[config.mk]
export PLATFORM = sky130hd
export DESIGN_NAME = alu_ctrl_pipe
export DESIGN_NICKNAME = d
export VERILOG_FILES = /design/src/rtl/alu_ctrl_pipe.sv
export SDC_FILE = /design/constraint.sdc
export NUM_CORES = 1
export LEC_CHECK = 0
export BUFFER_PORTS_ARGS = -buffer_cell sky130_fd_sc_hd__buf_2
export CORE_MARGIN = 2
export CORE_UTILIZATION = 50
export DETAILED_ROUTE_END_ITERATION = 10
export GPL_TIMING_DRIVEN = 0
export PLACE_DENSITY = 0.84
export SYNTH_ARGS = -nofsm -noshare
export SYNTH_HDL_FRONTEND = slang
export SYNTH_SLANG_ARGS = --single-unit
[constraint.sdc]
create_clock -name clk -period 1.9 [get_ports clk]
set_input_delay 0.19 -clock clk [delete_from_list [all_inputs] [get_ports clk]]
set_output_delay 0.19 -clock clk [all_outputs]
set_load 0.01 [all_outputs]
[src/rtl/alu_ctrl_pipe.sv]
// Registered ALU control stage: decodes alu_op/funct into an ALU function code behind a
// valid/ready output register, stalling for multiply/divide functs.
module alu_ctrl_pipe #(
  parameter int unsigned OP_W      = 4,
  parameter int unsigned FUNC_W    = 6,
  parameter int unsigned RES_W     = 6,
  parameter int unsigned MC_CYCLES = 4
) (
  input  logic              clk,
  input  logic              rst_n,
  input  logic              flush,
  input  logic              in_valid,
  output logic              in_ready,
  input  logic [OP_W-1:0]   alu_op,
  input  logic [FUNC_W-1:0] func_in,
  output logic              out_valid,
  input  logic              out_ready,
  output logic [RES_W-1:0]  result,
  output logic              illegal,
  output logic              multi_cycle,
  output logic              busy
);

  localparam int unsigned CNT_W = $clog2(MC_CYCLES + 1);

  localparam logic [1:0] StEmpty  = 2'd0;
  localparam logic [1:0] StFull   = 2'd1;
  localparam logic [1:0] StMcWait = 2'd2;

  localparam logic [5:0] CodeClo  = 6'b111000;
  localparam logic [5:0] CodeClz  = 6'b000111;
  localparam logic [5:0] CodeAdd  = 6'b100000;
  localparam logic [5:0] CodeAddu = 6'b100001;
  localparam logic [5:0] CodeSub  = 6'b100010;
  localparam logic [5:0] CodeBgtz = 6'b110010;
  localparam logic [5:0] CodeB    = 6'b110100;
  localparam logic [5:0] CodeBlez = 6'b110110;

  logic [1:0]       state_q, state_d;
  logic [CNT_W-1:0] cnt_q, cnt_d;
  logic [RES_W-1:0] result_q, result_d;
  logic             illegal_q, illegal_d;
  logic             mc_q, mc_d;

  logic [5:0]       fn6;
  logic [RES_W-1:0] dec_result;
  logic             dec_illegal;
  logic             dec_mc;
  logic             accept;

  assign fn6 = func_in[5:0];

  // Function-code decode; undefined encodings pass funct through and raise illegal.
  always_comb begin
    dec_result  = RES_W'(func_in);
    dec_illegal = 1'b0;
    case (alu_op)
      OP_W'(0): dec_result = RES_W'(func_in);
      OP_W'(1): begin
        if (fn6 == 6'b100001) begin
          dec_result = RES_W'(CodeClo);
        end else if (fn6 == 6'b100000) begin
          dec_result = RES_W'(CodeClz);
        end else begin
          dec_illegal = 1'b1;
        end
      end
      OP_W'(2), OP_W'(5), OP_W'(7): dec_result = RES_W'(CodeAdd);
      OP_W'(3): dec_result = RES_W'(CodeSub);
      OP_W'(4): dec_result = RES_W'(CodeAddu);
      OP_W'(6): dec_result = RES_W'(CodeBgtz);
      OP_W'(8): dec_result = RES_W'(CodeB);
      OP_W'(9): dec_result = RES_W'(CodeBlez);
      default:  dec_illegal = 1'b1;
    endcase
  end

  // MULT/MULTU/DIV/DIVU share the 0110xx funct prefix.
  assign dec_mc = (alu_op == '0) && (fn6[5:2] == 4'b0110);

  always_comb begin
    in_ready = 1'b0;
    if (!flush) begin
      case (state_q)
        StEmpty: in_ready = 1'b1;
        StFull:  in_ready = out_ready;
        default: in_ready = 1'b0;
      endcase
    end
  end

  assign accept = in_valid && in_ready;

  always_comb begin
    state_d  = state_q;
    cnt_d    = cnt_q;
    result_d = result_q;
    illegal_d = illegal_q;
    mc_d     = mc_q;
    if (flush) begin
      state_d = StEmpty;
      cnt_d   = '0;
    end else begin
      case (state_q)
        StEmpty, StFull: begin
          if (state_q == StFull && out_ready && !accept) begin
            state_d = StEmpty;
          end
          if (accept) begin
            result_d  = dec_result;
            illegal_d = dec_illegal;
            mc_d      = dec_mc;
            if (dec_mc && (MC_CYCLES > 1)) begin
              state_d = StMcWait;
              cnt_d   = CNT_W'(MC_CYCLES - 1);
            end else begin
              state_d = StFull;
              cnt_d   = '0;
            end
          end
        end
        StMcWait: begin
          if (cnt_q <= CNT_W'(1)) begin
            state_d = StFull;
            cnt_d   = '0;
          end else begin
            cnt_d = cnt_q - CNT_W'(1);
          end
        end
        default: begin
          state_d = StEmpty;
          cnt_d   = '0;
        end
      endcase
    end
  end

  always_ff @(posedge clk or negedge rst_n) begin
    if (!rst_n) begin
      state_q   <= StEmpty;
      cnt_q     <= '0;
      result_q  <= '0;
      illegal_q <= 1'b0;
      mc_q      <= 1'b0;
    end else begin
      state_q   <= state_d;
      cnt_q     <= cnt_d;
      result_q  <= result_d;
      illegal_q <= illegal_d;
      mc_q      <= mc_d;
    end
  end

  assign out_valid   = (state_q == StFull);
  assign busy        = (state_q == StMcWait);
  assign result      = result_q;
  assign illegal     = illegal_q;
  assign multi_cycle = mc_q;

endmodule

Yosys cells after proc, flatten, opt, wreduce, memory -nomap -nowiden

Index checks and enable logic that the tools add are counted.

Register bits after elaboration: 13
Input bits: 15
Output and inout bits: 11
Word-level logic and storage cells: 56

Add/sub/neg operators: 1
Order comparisons: 1
Equality and inequality tests: 17
Mux-type cells: 19
Bitwise operators: 1
Reduce and logical (&&, ||, !) cells: 12

Operators with widths:

| operator                                                              | count |
|---|---|
| 6-bit case mux with 7 select lines                                    | 1 |
| 4-bit by 3-bit == test with 1-bit output, second input constant       | 5 |
| 6-bit == test, second input constant                                  | 2 |
| 2-bit two-way mux                                                     | 6 |
| 6-bit two-way mux                                                     | 2 |
| 3-bit two-way mux                                                     | 3 |
| 9-bit OR reduction                                                    | 1 |
| 4-bit by 2-bit == test with 1-bit output, second input constant       | 2 |
| 4-bit == test, second input constant                                  | 2 |
| 3-bit case mux with 2 select lines                                    | 1 |
| 4-bit by 1-bit == test with 1-bit output, second input constant       | 1 |
| 1-bit logical AND                                                     | 4 |
| 4-bit logical NOT                                                     | 1 |
| 4-bit != test, second input constant                                  | 1 |
| 1-bit case mux with 2 select lines                                    | 2 |
| 2-bit case mux with 2 select lines                                    | 1 |
| 3-bit by 1-bit <= comparator with 1-bit output, second input constant | 1 |
| 1-bit two-way mux                                                     | 3 |
| 3-bit by 2-bit != test with 1-bit output, second input constant       | 1 |
| 3-bit != test, second input constant                                  | 1 |
| 3-bit AND reduction                                                   | 1 |
| 3-bit OR reduction                                                    | 1 |
| 3-bit by 1-bit subtractor with 3-bit output, second input constant    | 1 |
| 2-bit by 1-bit == test with 1-bit output, second input constant       | 1 |
| other kinds (6)                                                       | 6 |

Longest topological paths before layout

Depth in word-level cells: 10
Gate-level depth with buffers: 6
Gate-level depth less buffers: 6

Least setup slack after synthesis

No wires, ideal clock.

Path kind: input -> register
Start: input port alu_op[1]
End: register state_q[0]
Setup time: 122 ps
Arrival time: 1457 ps
Required time: 1778 ps
Path slack: 322 ps
Stages: 4
Buffers on the path: 0
Path through: or3_1 > or4_4 > a21o_1 > a32o_1

Cells in the longest elaborated chain, start to end: 6

RTL lines:

| element                            | line | text |
|---|---|---|
| start: declaration                 | 14   | `input logic [OP_W-1:0] alu_op,` |
| 4-bit logical NOT                  | 79   | `assign dec_mc = (alu_op == '0) && (fn6[5:2] == 4'b0110);` |
| 1-bit logical AND                  | 79   |  |
| 2-bit two-way mux                  | 113  | `if (dec_mc && (MC_CYCLES > 1)) begin` |
| 2-bit two-way mux                  | 109  | `if (accept) begin` |
| 2-bit case mux with 2 select lines | 104  | `case (state_q)` |
| 2-bit two-way mux                  | 100  | `if (flush) begin` |
| end signal: assignment             | 140  | `state_q <= StEmpty;` |
| end signal: assignment             | 146  | `state_q <= state_d;` |
| end: declaration                   | 39   | `logic [1:0] state_q, state_d;` |

No other way between the ends.
A chain may end at the register's enable or synchronous reset.

Worst setup path after layout

Start: register cnt_q[0]
End: register cnt_q[1]

Cells in the longest elaborated chain, start to end: 4
Elaborated cells between the ends (all ways): 5
Those cells by class: 1 x add/sub; 1 x order compare; 3 x mux

RTL lines:

| element                                                                                                              | line     | text |
|---|---|---|
| start: declaration                                                                                                   | 40       | `logic [CNT_W-1:0] cnt_q, cnt_d;` |
| start signal: assignment                                                                                             | 147      | `cnt_q <= cnt_d;` |
| 3-bit by 1-bit subtractor with 3-bit output / 3-bit by 1-bit <= comparator with 1-bit output (equally long branches) | 127, 123 |  |
| 3-bit two-way mux *                                                                                                  | 123      | `if (cnt_q <= CNT_W'(1)) begin` |
| 3-bit case mux with 2 select lines *                                                                                 | 104      |  |
| 3-bit two-way mux *                                                                                                  | 100      |  |

Every way passes the cells marked *; elsewhere a longest branch is shown, timed or not.

==> results.tsv <==
metric	value	unit
outcome	finished, final reports clean	
drt-wirelength-per-cell	13.5	um
drc	0	
finalSetupTns	0	ns
synth_top_flop_cell	dfrtp_1	
p_switching	209	uW
clock-sinks	13	
syn_nets	127	
fp.coreArea	1710	um^2
overflow	0	
grt_usage	24.4	%
synth_warnings	0	
pwr_density_cell	609	nW/um^2
netlist_top_cells_area	dfrtp_1, o21ai_0, nand2_1, nor2_1, nor2b_1	
synth_most_common_cell	dfrtp_1	
nNetsFinal	157	
leakage	0.000506	uW
place_congestion	0.906	
ios	26	
synthTopCellsByCount	dfrtp_1, nand2_1, nor2_1, o21ai_0, inv_1	
clockBufferDepth	2	
p_seq_share	47.6	%
grt_max_degree	14	
critPathMaxFanout	5	
clock_power_share	27.3	%
setup_viol	0	
synth_edf_count	0	
insertion_delay	0.29	ns
maxCapViolations	0	
rows	15	
cp-end-kind	flop	
routed_wl	2.22	mm
min_period_over_period	90.5	%
netlist_area	901	um^2
hpwl	1.76	mm
viasPerCell	5.81	
holdBufCountCts	1	
drtPass1Iterations	4	
port_buffers	24	
cts_root_buffer	clkbuf_4	
worst_setup_path_start_kind	flop	
synth_cells	110	
tritoncts	built	
crit_arrival	1.92	ns
syn_to_final_growth	20.8	%
drive_gt1_share	23.7	%
first_global_vias	894	
synth_top_area_share	36.1	%
ir_drop	0.000452	V
cts_setup_buffers	0	
htree_levels	1	
async_flop_share	100	%
synth-seq-cells	13	
vias	953	
fill_cells	149	
initial_utilization	52.7	%
cp.required	2.10	ns
antenna_left	0	
antenna_found_initial	0	
seq_area_frac_synth	36.1	%
die_w	46.4	um
drtIter0Drc	23	
grt_pass1_wl	3.71	mm
slew_viol_final	0	
fin_crit	1.72	ns
rrSetupSlack	0.18	ns
clkTransAtPathRegs	0.09	ns
synth_area_per_cell	8.19	um^2
fin_ws	0.180	ns
antenna_cells	0	
p_int	454	uW
numCtsBuffers	3	
hold_viol	0	
synth.distinct_cells	36	
yosysTopAreaCell	dfrtp_1	
tightest_slew	0.519	ns
cts-resized-gates	0	
fmax	0.581	GHz
fp.dieArea	2160	um^2
rsz0062_at_grt	no	
place_worst_setup_slack	0.107	ns
holdCritPathClass	in2reg	
die_y	46.4	um
sw_frac_of_total	31.6	%
fin_skew	0.00698	ns
critPathKind	reg2reg	
slew_headroom	65.0	%
comb_power_share	25.1	%
## sequential cells by signal, summed over array words and instances (netlist names)
name and cells:
state_q 2, result 6, cnt_q 3, multi_cycle 1, illegal 1
## placed cells by master (no fill, tap or decap), drive strengths merged, types with 4 or more instances in the layout
cell type / n
nand2b: 4
a21oi: 4
o21ai: 9
nor2b: 5
inv: 6
nand3: 4
nand2: 10
nor2: 9
dfrtp: 13
clkbuf: 9
nor3b: 4
buf: 24
## logic make-up (layout without fill, tap and decap cells)
logic type | after synthesis | count (layout) | share of synthesized area, %
AOI/OAI and AO/OA | 33 | 33 | 24.9
adders and majority gates | 2 | 2 | 2.78
buffers and inverters | 11 | 40 | 4.58
DFF | 13 | 13 | 36.1
muxes | 1 | 1 | 1.11
and+or+nand+nor | 50 | 50 | 30.6
## final timing paths
path,endpoint,startpoint,depth (start not counted)
setup reg to reg,cnt_q[1],cnt_q[0],5
min in group asynchronous,state_q[1],rst_n,2
hold reg to reg,result[4],result[4],1
hold / removal,cnt_q[1],flush,2
setup / recovery,cnt_q[1],cnt_q[0],5
max in group asynchronous,result[2],rst_n,2
## routing by layer
| layer | vias up | share of wire, % | global-route usage (%) |
|---|---|---|---|
| met5 | - | 0 | 0 |
| li1 | 465 | - | - |
| met4 | 0 | 2.8 | 14.9 |
| met2 | 34 | 51 | 41.4 |
| met1 | 447 | 42 | 29.8 |
| met3 | 7 | 4.2 | 1.57 |
## power groups by stage
| stage | clock, uW | sequential (uW) | combinational, uW |
|---|---|---|---|
| after global placement | 0 | 319 | 159 |
| after CTS | 178 | 316 | 167 |
| after global routing | 190 | 320 | 188 |
| after floorplan | 0 | 332 | 80.4 |
| final | 181 | 316 | 166 |
| after detailed placement | 0 | 322 | 165 |
## cell type report
type	instances	area, um^2	area share (%)
flip-flops and latches	13	325	29.9
plain buffers	5	18.8	1.72
multi-input cells	86	534	49.1
inverters	6	22.5	2.07
clock buffers	4	26.3	2.41
repair buffers	25	130	12.0
well taps	25	31.3	2.87
## per-stage QoR
| stage | hold WS [ns] | utilization, % | total power [uW] | instances | area [um^2] |
|---|---|---|---|---|---|
| after global routing | 0.159 | 63.7 | 699 | 164 | 1090 |
| final | 0.146 | 63.7 | 663 | 164 | 1090 |
| after floorplan | -0.106 | - | 412 | 110 | 901 |
| after global placement | 0.0896 | 61.6 | 479 | 159 | 1050 |
| after detailed placement | 0.0948 | 61.6 | 486 | 159 | 1050 |
| after CTS | 0.148 | 63.7 | 660 | 164 | 1090 |
## critical path: stages, from the launching register on
cell      delay, ns
dfrtp_1        0.44
ha_1           0.21
o21ba_2        0.23
o21ai_0        0.18
or2_2          0.35
a221oi_2       0.22
No activity file was read; power rests on OpenSTA's default activity.
